<file path="config.mk">
export PLATFORM = sky130hd
export DESIGN_NAME = ring_phase_monitor_flat
export DESIGN_NICKNAME = d
export VERILOG_FILES = /design/src/rtl/ring_phase_monitor_if.sv /design/src/rtl/ring_phase_monitor.sv /design/src/flat_wrapper.sv
export SDC_FILE = /design/constraint.sdc
export NUM_CORES = 1
export LEC_CHECK = 0
export BUFFER_PORTS_ARGS = -buffer_cell sky130_fd_sc_hd__buf_2
export CAP_MARGIN = 40
export CORE_UTILIZATION = 40
export DETAILED_ROUTE_END_ITERATION = 10
export GPL_ROUTABILITY_DRIVEN = 0
export GPL_TIMING_DRIVEN = 0
export PLACE_DENSITY = 0.74
export SLEW_MARGIN = 20
export SYNTH_ARGS = -nofsm -noshare
export SYNTH_HDL_FRONTEND = slang
export SYNTH_SLANG_ARGS = --single-unit
</file>
<file path="constraint.sdc">
create_clock -name clk -period 3.9 [get_ports clk]
set_clock_uncertainty 0.15 [all_clocks]
set_input_delay 0.78 -clock clk [delete_from_list [all_inputs] [get_ports clk]]
set_output_delay 0.78 -clock clk [all_outputs]
set_load 0.005 [all_outputs]
</file>
<file path="src/rtl/ring_phase_monitor_if.sv">
// Phase-monitor bus: ring-counter inputs and monitor status outputs.
// slave = monitor side, master = driver/observer side.
interface ring_phase_monitor_if #(
    parameter int N  = 4,
    parameter int IW = 2,
    parameter int CW = 8
);
    logic          en;
    logic [N-1:0]  phase;
    logic          clr_fault;
    logic [IW-1:0] idx;
    logic          valid;
    logic          sof;
    logic          locked;
    logic          fault;
    logic [1:0]    fault_code;
    logic [CW-1:0] rot_cnt;

    modport master (
        output en, phase, clr_fault,
        input  idx, valid, sof, locked, fault, fault_code, rot_cnt
    );

    modport slave (
        input  en, phase, clr_fault,
        output idx, valid, sof, locked, fault, fault_code, rot_cnt
    );
endinterface

</file>
<file path="src/rtl/ring_phase_monitor.sv">
// Ring-counter phase checker: index encode, sof pulse, lock and fault FSM.
// Define RINGMON_ROTCNT_EN to build the rotation counter (else rot_cnt = 0).
module ring_phase_monitor #(
    parameter int N        = 4,
    parameter int IW       = 2,
    parameter int CW       = 8,
    parameter int LOCK_ROT = 1
) (
    input  logic                 clk,
    input  logic                 rst_n,
    ring_phase_monitor_if.slave  bus
);
    localparam int WW = (LOCK_ROT < 1) ? 1 : $clog2(LOCK_ROT + 1);

    typedef enum logic [1:0] {
        S_ACQ, S_TRACK, S_LOCK, S_FAULT
    } state_e;

    state_e        state_q, state_d;
    logic [N-1:0]  phase_q;
    logic          en_q;
    logic [WW-1:0] wrap_q, wrap_d;
    logic [IW-1:0] idx_q, idx_d;
    logic          valid_q, valid_d;
    logic          sof_q, sof_d;
    logic [1:0]    code_q, code_d;

    logic          onehot;
    logic          consist;
    logic          wrap;
    logic          lock_hit;
    logic [N-1:0]  exp_ph;
    logic [IW-1:0] enc;

    always_comb begin
        onehot   = $onehot(bus.phase);
        exp_ph   = en_q ? {phase_q[N-2:0], phase_q[N-1]} : phase_q;
        consist  = onehot && (bus.phase == exp_ph);
        wrap     = consist && en_q && bus.phase[0];
        lock_hit = wrap && (wrap_q == WW'(LOCK_ROT - 1));
    end

    always_comb begin
        enc = '0;
        for (int i = 0; i < N; i++) begin
            if (bus.phase[i]) enc = enc | IW'(i);
        end
    end

    always_comb begin
        state_d = state_q;
        wrap_d  = wrap_q;
        idx_d   = idx_q;
        valid_d = onehot;
        sof_d   = 1'b0;
        code_d  = code_q;
        if (onehot && state_q != S_FAULT) idx_d = enc;
        unique case (state_q)
            S_ACQ: begin
                if (onehot) begin
                    state_d = S_TRACK;
                    wrap_d  = '0;
                end
            end
            S_TRACK: begin
                if (!consist) begin
                    state_d = S_ACQ;
                end else if (wrap) begin
                    sof_d  = 1'b1;
                    wrap_d = wrap_q + 1'b1;
                    if (lock_hit) state_d = S_LOCK;
                end
            end
            S_LOCK: begin
                // Fault code priority: shape, then motion without enable, then step.
                if (!consist) begin
                    state_d = S_FAULT;
                    if (!onehot)    code_d = 2'b01;
                    else if (!en_q) code_d = 2'b11;
                    else            code_d = 2'b10;
                end else if (wrap) begin
                    sof_d = 1'b1;
                end
            end
            S_FAULT: begin
                if (bus.clr_fault) begin
                    state_d = S_ACQ;
                    code_d  = 2'b00;
                end
            end
            default: state_d = S_ACQ;
        endcase
    end

    always_ff @(posedge clk or negedge rst_n) begin
        if (!rst_n) begin
            state_q <= S_ACQ;
            phase_q <= '0;
            en_q    <= 1'b0;
            wrap_q  <= '0;
            idx_q   <= '0;
            valid_q <= 1'b0;
            sof_q   <= 1'b0;
            code_q  <= 2'b00;
        end else begin
            state_q <= state_d;
            phase_q <= bus.phase;
            en_q    <= bus.en;
            wrap_q  <= wrap_d;
            idx_q   <= idx_d;
            valid_q <= valid_d;
            sof_q   <= sof_d;
            code_q  <= code_d;
        end
    end

`ifdef RINGMON_ROTCNT_EN
    logic [CW-1:0] rot_q, rot_d;

    always_comb begin
        rot_d = rot_q;
        if (state_q == S_TRACK && lock_hit) rot_d = '0;
        else if (state_q == S_LOCK && wrap) rot_d = rot_q + 1'b1;
    end

    always_ff @(posedge clk or negedge rst_n) begin
        if (!rst_n) rot_q <= '0;
        else        rot_q <= rot_d;
    end

    assign bus.rot_cnt = rot_q;
`else
    assign bus.rot_cnt = '0;
`endif

    assign bus.idx        = idx_q;
    assign bus.valid      = valid_q;
    assign bus.sof        = sof_q;
    assign bus.locked     = (state_q == S_LOCK);
    assign bus.fault      = (state_q == S_FAULT);
    assign bus.fault_code = code_q;
endmodule

</file>
<file path="src/flat_wrapper.sv">
// flat-port wrapper written by rule: the top's interface ports become plain ports
module ring_phase_monitor_flat 
#(
    parameter int N        = 4,
    parameter int IW       = 2,
    parameter int CW       = 8,
    parameter int LOCK_ROT = 1
)
  (clk, rst_n, bus_en, bus_phase, bus_clr_fault, bus_idx, bus_valid, bus_sof, bus_locked, bus_fault, bus_fault_code, bus_rot_cnt);
  ring_phase_monitor_if #(.N(N), .IW(IW), .CW(CW)) bus_i ();
  input  logic clk;
  input  logic rst_n;
  input wire logic [$bits(bus_i.en)-1:0] bus_en;
  input wire logic [$bits(bus_i.phase)-1:0] bus_phase;
  input wire logic [$bits(bus_i.clr_fault)-1:0] bus_clr_fault;
  output wire logic [$bits(bus_i.idx)-1:0] bus_idx;
  output wire logic [$bits(bus_i.valid)-1:0] bus_valid;
  output wire logic [$bits(bus_i.sof)-1:0] bus_sof;
  output wire logic [$bits(bus_i.locked)-1:0] bus_locked;
  output wire logic [$bits(bus_i.fault)-1:0] bus_fault;
  output wire logic [$bits(bus_i.fault_code)-1:0] bus_fault_code;
  output wire logic [$bits(bus_i.rot_cnt)-1:0] bus_rot_cnt;
  assign bus_i.en = bus_en;
  assign bus_i.phase = bus_phase;
  assign bus_i.clr_fault = bus_clr_fault;
  assign bus_idx = bus_i.idx;
  assign bus_valid = bus_i.valid;
  assign bus_sof = bus_i.sof;
  assign bus_locked = bus_i.locked;
  assign bus_fault = bus_i.fault;
  assign bus_fault_code = bus_i.fault_code;
  assign bus_rot_cnt = bus_i.rot_cnt;
  ring_phase_monitor #(.N(N), .IW(IW), .CW(CW), .LOCK_ROT(LOCK_ROT)) u_core (.clk(clk), .rst_n(rst_n), .bus(bus_i));
endmodule
</file>
# Yosys cells after proc, flatten, opt, wreduce, memory -nomap -nowiden
# Cells that the tools add are included.
[word_totals]
ff_bits = 14
elab_cells = 60
[classes]
muxes = 22
n_reduce_logical = 12
addsub = 4
bitwise_logic = 1
eq_ne = 13
[op_table]
columns = ["op", "count"]
rows = [
  ["$mux W2", 10],
  ["$mux W1", 8],
  ["$pmux W2 S4", 1],
  ["$ne A2 B1 Y1 const B", 3],
  ["$ne A2 B2 Y1 const B", 3],
  ["$ne A3 B3 Y1 const B", 2],
  ["$logic_and A1 B1 Y1", 5],
  ["$reduce_and A5 Y1", 1],
  ["$add A1 B1 Y2", 2],
  ["$eq A2 B2 Y1 const B", 2],
  ["$eq A4 B4 Y1", 1],
  ["$mux W4", 1],
  ["$pmux W2 S2", 1],
  ["$reduce_and A4 Y1", 1],
  ["$reduce_bool A2 Y1", 2],
  ["$add A3 B3 Y3", 1],
  ["$eq A3 B1 Y1 const B", 1],
  ["$reduce_and A3 Y1", 1],
  ["$eq A2 B1 Y1 const B", 1],
  ["$logic_not A2 Y1", 1],
  ["$pmux W1 S2", 1],
  ["$reduce_or A2 Y1", 1],
  ["$add A1 B1 Y1 const B", 1],
  ["$not A1 Y1", 1],
]

# Longest topological paths before layout
# Gate-level depths: netlist of the first run.
[depth]
depth_word = 11
mapped_depth = 10

# Worst setup path after synthesis of the first run
# Ideal clock, no wire load.
[synth_timing]
path_type = "in2reg"
start = "input port bus_phase[2]"
end = "register u_core.code_q[1], in the netlist u_core.bus.fault_code[1]"
cell_stages = 10
arrival_time_ns = 2.734
setup_ns = 0.124
t_required_ns = 3.626
setup_slack_ns = 0.892
cell_sequence = "inv_1 > ha_1 > ha_1 > fa_1 > or3b_1 > buf_2 > inv_4 > o211a_1 > a21oi_1 > a211o_1"
[synth_between]
elab_chain_len = 6
[synth_rtl]
columns = ["element", "line", "rtl"]
rows = [
  ["from (decl)", "flat_wrapper.sv:14", "input wire logic [$bits(bus_i.phase)-1:0] bus_phase;"],
  ["$add A1 B1 Y2 (implied by the code) (*)", "ring_phase_monitor.sv:36", "onehot = $onehot(bus.phase);"],
  ["$add A3 B3 Y3 (implied by the code) (*)", "ring_phase_monitor.sv:36", ""],
  ["$eq A3 B1 Y1 (*)", "ring_phase_monitor.sv:36", ""],
  ["net u_core.onehot", "ring_phase_monitor.sv:28", "logic onehot;"],
  ["$mux W2 or $logic_and A1 B1 Y1 (tied branches)", "ring_phase_monitor.sv:78, ring_phase_monitor.sv:38", ""],
  ["$mux W2 or $ne A2 B2 Y1 (tied branches)", "--", ""],
  ["$pmux W2 S2 or $reduce_and A3 Y1 (tied branches)", "--", ""],
  ["to (signal assigned)", "ring_phase_monitor.sv:113", "code_q <= code_d;"],
  ["to (decl)", "ring_phase_monitor.sv:26", "logic [1:0] code_q, code_d;"],
]
# Mark *: on every way through the listed nets, which the timed path passes. The rest lies on a longest branch. The select of a mux whose other input is x is not followed.
# A chain may end at the register's enable or synchronous reset.

==> flow_summary.ini, run 1 <==
[global_route]
groute.layer.met2.usage_pct = 22.7
antenna_found_initial = 0
track_usage_pct = 15.1
grt_busiest_layer = met2
grt_max_degree = 15
first_global_vias = 699
grt_remaining_overflow = 0
use_met1_pct = 20.4
grt_use_met3_pct = 5.36
grt_pass1_wl_um = 2980

[outcome]
status = complete, no violations

[floorplan]
start_util_pct = 43.3
rows = 17
dieArea_mm2 = 0.00264
core-area_mm2 = 0.00225
io-pin-count = 24
die_y_um = 51.4
die_x_um = 51.4

[final_layout]
syn2layout_area_growth_pct = 17.7
layout_common_cells = buf_2, dfrtp_1
diodes = 0
mostFrequentLayoutCell = buf_2
nNetsFinal = 141
drive_above_1_share_pct = 30.9

[clock_tree]
cts_root_buf = clkbuf_4
cts_setup_buffers = 0
cts_max_level = 1
numCtsBuffers = 3
clockBufferDepth = 2
cts_sinks = 14
cts.reportedPaths.clkPinSlew_ps = 90
clk-insertion-delay-late_ps = 290
cts_tree = done
cts_hold_buffers = 0
ctsResizeCount = 0

[job]
cap_viol_max_count = 0

[routing]
detail-route-antenna-nets = 0
routed_wl_um = 1750
dr.pass1.iters = 4
post_drt_wl_per_cell_um = 11.6
vias_per_cell = 5.03
vias = 759
drt_iter0_drc = 22
drc = 0

[synthesis]
ys_ff_latch = 14
async_flop_share_pct = 100
synth_top_area_share_pct = 35.9
synth_warnings = 0
netlist-cell-type-count = 40
synth_area_leaders = dfrtp_1, ha_1, buf_4
synth_top_area_cell = dfrtp_1
ys.flop_type = dfrtp_1
ys_seq_area_share_pct = 35.9
synth_area_um2 = 976
synth_cells = 97
avgSynthCellArea_um2 = 10.1
synth_edf_count = 0

[hold_path]
hp-class = input pin to async pin

[setup_path]
critical_path.max_fanout = 6
crit_path_end_kind = flip-flop
setup.worst_path.start_class = input pin
arrival_ps = 3130
reg2reg_from = u_core.en_q
cp-startpoint = bus_phase[2]
worstSetupPathType = input pin to flip-flop
cp.required_ps = 3980

[pwr]
vdd_drop_max_mv = 0.228
pwr_density_cell_mw_per_mm2 = 392
p_leak_nw = 0.589

[timing]
setup_viol = 0
report.final.slew_viol_count = 0
period_share_pct = 78.3
setup_ws_ps = 848
setup_tns_ps = 0
period_needed_ps = 3050
fmax_ghz = 0.328
rsz0062_at_grt = no
hold_viol = 0

[placement]
hpwl_um = 1350
port_buffers = 15
pre_cts_ws_ps = 566
## cell type report
class / count / area (µm²)
buffer: 10 / 76.3
clock buffer: 4 / 36.3
fill: 224 / 1110
inverter: 6 / 25.0
multi-input combinational: 74 / 551
sequential: 14 / 350
tap: 28 / 35.0
timing repair buffer: 15 / 75.1
## report_power, final
part | internal (W) | leakage (nW) | switching (W)
combinational | 0.0000707 | 0.393 | 0.0000858
clock | 0.0000569 | 0.0210 | 0.0000517
sequential | 0.000169 | 0.175 | 0.0000168
total | 0.000296 | 0.589 | 0.000154
## critical path: stages
cell,delay (ps)
buf_2,130
inv_1,70
ha_1,300
ha_1,200
fa_1,440
or3b_1,370
buf_2,170
inv_4,100
o211ai_4,100
o311ai_1,310
a22o_1,170
## synthesized netlist by cell type, drive strengths merged (2+ instances only)
cell,count
inv,6
xor2,2
o31ai,3
nor2b,2
nand2,8
o21ai,2
and3,2
nand2b,2
dfrtp,14
ha,8
and2,2
o211ai,2
buf,10
nor2,5
and4,2
nor3,4
a21oi,7
## path summary, 6_finish.rpt
kind,slack (ps),depth (start not counted),to
max in group asynchronous,3130,1,u_core.bus.sof
worst max-delay path,850,11,flip-flop
worst min register to register,370,2,u_core.bus.idx[1]
min in group clk,370,2,u_core.bus.idx[1]
worst max register to register,2140,6,flip-flop
worst min-delay path,220,1,u_core.bus.idx[1]
## sequential cells by signal, indices dropped and copies added (netlist names), named ones only
register and count:
u_core.en_q 1, u_core.wrap_q 1, u_core.bus.sof 1, u_core.bus.valid 1, u_core.bus.idx 2, u_core.phase_q 4
u_core.state_q 1, u_core.bus.fault_code 2
## through the flow
step | hold WS (ps) | std cells | cell area [µm²] | utilization (%) | total power, W
final | 220 | 151 | 1150 | 50.9 | 0.000450
after global routing | 244 | 151 | 1150 | 50.9 | 0.000483
after CTS | 228 | 151 | 1150 | 50.9 | 0.000454
after detailed placement | 349 | 147 | 1110 | 49.3 | 0.000344
after global placement | 347 | 147 | 1110 | 49.3 | 0.000338
after floorplan | 334 | 104 | 1000 | - | 0.000297
## routing by layer
metal	part of all wire, %	vias to the layer above
met3	5.6	2
li1	-	378
met5	0	-
met2	46	23
met1	48	356
met4	0.57	0
## kinds of logic after synthesis
| group | count (synthesis) | synth area share (%) |
|---|---|---|
| and+or+nand+nor | 31 | 18.2 |
| AOI/OAI and AO/OA | 22 | 17.1 |
| buffers and inverters | 16 | 10.4 |
| DFF | 14 | 35.9 |
| adders and majority gates | 9 | 12.3 |
| xor gates and xnor gates | 3 | 3.46 |
| other | 1 | 0.384 |
| muxes | 1 | 2.31 |
No activity file was read; power rests on OpenSTA's default activity.
==> inputs of run 2 (changes only) <==
==> constraint.sdc (replaced) <==
create_clock -name clk -period 2.9 [get_ports clk]
set_clock_uncertainty 0.15 [all_clocks]
set_input_delay 0.58 -clock clk [delete_from_list [all_inputs] [get_ports clk]]
set_output_delay 0.58 -clock clk [all_outputs]
set_load 0.005 [all_outputs]
==> flow_summary.ini, run 2 (same netlist as run 1, synthesis figures left out) <==
[outcome]
status = complete, no violations

[final_layout]
final_area_mm2 = 0.00119
multi_input_area_um2 = 587
mostFrequentLayoutCell = buf_2
syn2layout_area_growth_pct = 21.9
layout_common_cells = buf_2, dfrtp_1, buf_4
drive_above_1_share_pct = 35.0
nFillCells = 222
largest_reg_flops = 4
fin_cells = 151
ff_latch_area_um2 = 350
diodes = 0
largest-register = u_core.phase_q
final_util_pct = 52.8
nNetsFinal = 141

[clock_tree]
cts_tree = done
clockBufferDepth = 2
cts.reportedPaths.clkPinSlew_ps = 90
cts_root_buf = clkbuf_4
cts_max_level = 1
numCtsBuffers = 3
cts_setup_buffers = 0
ctsResizeCount = 0
clk-insertion-delay-late_ps = 290
cts_sinks = 14
cts_hold_buffers = 0

[pwr]
pwr_density_cell_mw_per_mm2 = 545
p_leak_nw = 0.589
pwr-share-seq_pct = 38.7
vdd_drop_max_mv = 0.310
swShare_pct = 35.8
total_power_w = 0.000648
comb_power_share_pct = 38.6
clockPowerShare_pct = 22.7
p_switching_w = 0.000232
power.internal_w = 0.000416

[floorplan]
die_y_um = 51.4
die_x_um = 51.4
dieArea_mm2 = 0.00264
start_util_pct = 43.3
io-pin-count = 24
core-area_mm2 = 0.00225
rows = 17

[setup_path]
crit_path_end_kind = flip-flop
reg2reg_from = u_core.state_q[0]
regToRegSetupSlack_ps = 1010
worstSetupPathType = input pin to flip-flop
setup.worst_path.start_class = input pin
arrival_ps = 2950
rr_worst_depth = 5
critical_path.max_fanout = 6
cp.required_ps = 2980

[routing]
dr.pass1.iters = 4
vias_per_cell = 5.13
post_drt_wl_per_cell_um = 12.6
detail-route-antenna-nets = 0
vias = 774
drc = 0
drt_iter0_drc = 19
routed_wl_um = 1910

[timing]
relSlewSlack_pct = 66.6
fmax_ghz = 0.349
tightest_slew_ps = 500
setup_viol = 0
period_needed_ps = 2870
period_share_pct = 98.9
rsz0062_at_grt = yes
report.final.slew_viol_count = 0
hold_viol = 0

[global_route]
grt_remaining_overflow = 0
grt_pass1_wl_um = 2980
first_global_vias = 699
grt_max_degree = 15
antenna_found_initial = 0
track_usage_pct = 15.1

[placement]
hpwl_um = 1350
dpl_cell_area_mm2 = 0.00111
place_inst = 147
port_buffers = 15

[hold_path]
hp-class = input pin to async pin

[job]
cap_viol_max_count = 0
run 2: critical path, cell delays in order:
cell	delay, ps
buf_2	130
inv_1	70
ha_1	300
ha_1	200
fa_1	430
or3b_1	380
buf_4	180
inv_6	80
o211ai_4	120
o311ai_2	300
a22o_1	170
run 2: stage by stage:
stage | setup TNS (ps) | setup WS [ps] | hold WS (ps)
2_1_floorplan | 0 | 92.3 | 134
3_3_place_gp | -824 | -185 | 347
3_5_place_dp | -1060 | -234 | 348
4_1_cts | 0 | 73.0 | 28.3
5_1_grt | -106 | -66.7 | 43.6
6_report | 0 | 31.9 | 20.9
run 2: final cells by class:
cell class / count / area share [%]
Buffer: 10 / 6.62
Clock buffer: 4 / 3.05
Inverter: 6 / 2.31
Multi-Input combinational cell: 74 / 49.3
Sequential cell: 14 / 29.4
Tap cell: 28 / 2.94
Timing Repair Buffer: 15 / 6.31
run 2: how the worst max path moves through the flow:
stage | end | cells past startpoint | slack [ps] | from
after floorplan | u_core.bus.fault_code[1] | 10 | 90 | bus_phase[2]
after global placement | u_core.bus.fault_code[1] | 11 | -180 | bus_phase[2]
after detailed placement | flip-flop | 11 | -230 | bus_phase[2]
after CTS | flip-flop | 11 | 70 | bus_phase[2]
after global routing | flip-flop | 11 | -70 | bus_phase[2]
final | flip-flop | 11 | 30 | bus_phase[2]
run 2: power by group through the flow:
stage / clock, W / sequential, W / combinational [W]
4_1_cts: 0.000150 / 0.000249 / 0.000211
5_1_grt: 0.000157 / 0.000255 / 0.000280
3_5_place_dp: 0 / 0.000253 / 0.000210
2_1_floorplan: 0 / 0.000253 / 0.000146
3_3_place_gp: 0 / 0.000253 / 0.000202
6_report: 0.000147 / 0.000251 / 0.000250
run 2: per-layer routing:
metal	up-vias	wire length [µm]	GRT usage [%]
met5	-	0	0
met3	4	106	5.36
met4	0	20	3.60
met2	35	910	22.7
met1	358	869	20.4
li1	377	-	-
==> inputs of run 3 (changes only) <==
--- a/config.mk
+++ b/config.mk
@@ -11,7 +11,7 @@
 export DETAILED_ROUTE_END_ITERATION = 10
 export GPL_ROUTABILITY_DRIVEN = 0
 export GPL_TIMING_DRIVEN = 0
-export PLACE_DENSITY = 0.74
+export PLACE_DENSITY = 0.76
 export SLEW_MARGIN = 20
 export SYNTH_ARGS = -nofsm -noshare
 export SYNTH_HDL_FRONTEND = slang
==> constraint.sdc (replaced) <==
create_clock -name clk -period 2.4 [get_ports clk]
set_clock_uncertainty 0.15 [all_clocks]
set_input_delay 0.48 -clock clk [delete_from_list [all_inputs] [get_ports clk]]
set_output_delay 0.48 -clock clk [all_outputs]
set_load 0.005 [all_outputs]
==> flow_summary.ini, run 3 (same netlist as run 1, synthesis figures left out) <==
[final_layout]
largest-register = u_core.phase_q
multi_input_area_um2 = 624
nFillCells = 211
nNetsFinal = 148
diodes = 0
fin_cells = 158
drive_above_1_share_pct = 43.8
layout_common_cells = dfrtp_1, buf_4, buf_2
syn2layout_area_growth_pct = 38.6
ff_latch_area_um2 = 350
largest_reg_flops = 4

[routing]
drc = 0
drt_iter0_drc = 6
wl_met3_um = 91
wl_met1_um = 827
vias_per_cell = 5.03
dr.pass1.iters = 4
vias = 794
wl_met2_um = 1110
detail-route-antenna-nets = 0
top_layer = met4
routed_wl_um = 2040
post_drt_wl_per_cell_um = 12.9

[clock_tree]
cts_tree = done
numCtsBuffers = 3
cts_max_level = 1
cts.reportedPaths.clkPinSlew_ps = 90
cts_root_buf = clkbuf_4
cts_sinks = 14
clockBufferDepth = 2
clk-insertion-delay-late_ps = 290

[global_route]
grt_pass1_wl_um = 3390
antenna_found_initial = 0
grt_max_degree = 15
track_usage_pct = 17.7
first_global_vias = 779
grt_remaining_overflow = 0

[setup_path]
slowest_delay_ps = 450
regToRegSetupSlack_ps = 630
crit_path_end_kind = flip-flop
cp.required_ps = 2480
crit_top_cell = ha_4
arrival_ps = 2550
worstSetupPathType = input pin to flip-flop
path_cells = buf_8, inv_6, ha_4, ha_4, fa_1, or3b_1, buf_6, inv_8, o211ai_4, o311ai_2, a22o_1
setup.worst_path.start_class = input pin
path_delay_family = adder cells
cp-startpoint = bus_phase[2]
reg2reg_from = u_core.state_q[0]
slowest_stage = fa_1
path_depth = 11
rr_worst_depth = 5
critical_path.max_fanout = 5
cp_num_buf_inv = 4

[pwr]
vdd_drop_max_mv = 0.341
pwr_density_cell_mw_per_mm2 = 601
total_power_w = 0.000812
p_leak_nw = 0.642

[timing]
setup_viol = 3
period_needed_ps = 2470
fmax_ghz = 0.405
rsz0062_at_grt = yes
period_share_pct = 103
fin_hold_ws_ps = 141
setup_ws_ps = -68.2
hold_viol = 0
report.final.slew_viol_count = 0

[outcome]
status = complete, but fails checks
violations = setup timing

[floorplan]
rows = 17
start_util_pct = 43.3
die_x_um = 51.4
core-area_mm2 = 0.00225
io-pin-count = 24
dieArea_mm2 = 0.00264
die_y_um = 51.4

[placement]
port_buffers = 15
place_inst = 147
hpwl_um = 1420

[hold_path]
hp-class = input pin to flip-flop

[job]
cap_viol_max_count = 0
==> run 3: worst min path at each step <==
stage	from	end	cells after the start
after floorplan	rst_n	async pin	0
after global placement	rst_n	u_core.bus.valid	1
after detailed placement	rst_n	u_core.bus.sof	1
after CTS	bus_en	u_core.en_q	1
after global routing	bus_en	u_core.en_q	1
final	bus_en	u_core.en_q	1
==> run 3: timing repair <==
item / CTS / global route
endpoints found under the hold margin: 14 / 0
endpoints found under the setup margin: 6 / 8
hold buffers: 1 / 0
gates resized for setup: 16 / 5
pin swaps: 10 / 5
setup buffers: 6 / 0
==> run 3: routing by layer <==
layer	track usage, %	vias to the layer above
met5	0	-
li1	-	393
met3	6.55	2
met4	3.15	0
met2	31.0	19
met1	20.6	380
==> run 3: worst reg2reg max path, cell delays in order (launching register included) <==
cell and delay [ps]:
dfrtp_1 440, ha_1 330, nor2b_1 250, a21oi_2 80, and4_1 210, a22o_1 220
==> run 3: stage by stage <==
stage / util (%) / area (µm²) / TNS, ps / worst slack, ps
3_3_place_gp: 52.6 / 1180 / -3330 / -592
6_report: 60.0 / 1350 / -158 / -68.2
4_1_cts: 59.3 / 1340 / -307 / -124
2_1_floorplan: - / 1070 / -805 / -234
5_1_grt: 60.0 / 1350 / -479 / -139
3_5_place_dp: 52.6 / 1180 / -3480 / -603
==> run 3: report_power, final <==
part / leakage, nW / total (W) / internal, W / switching, W
registers: 0.175 / 0.000304 / 0.000274 / 0.0000295
logic: 0.446 / 0.000335 / 0.000164 / 0.000170
clock network: 0.0210 / 0.000174 / 0.0000924 / 0.0000815
==> run 3: area by class of cell <==
type	instances	area share (%)
clock buffer	4	2.68
timing repair buffer	22	13.0
tap	28	2.59
inverter	6	3.52
multi-input combinational	74	46.2
buffer	10	6.11
sequential	14	25.9
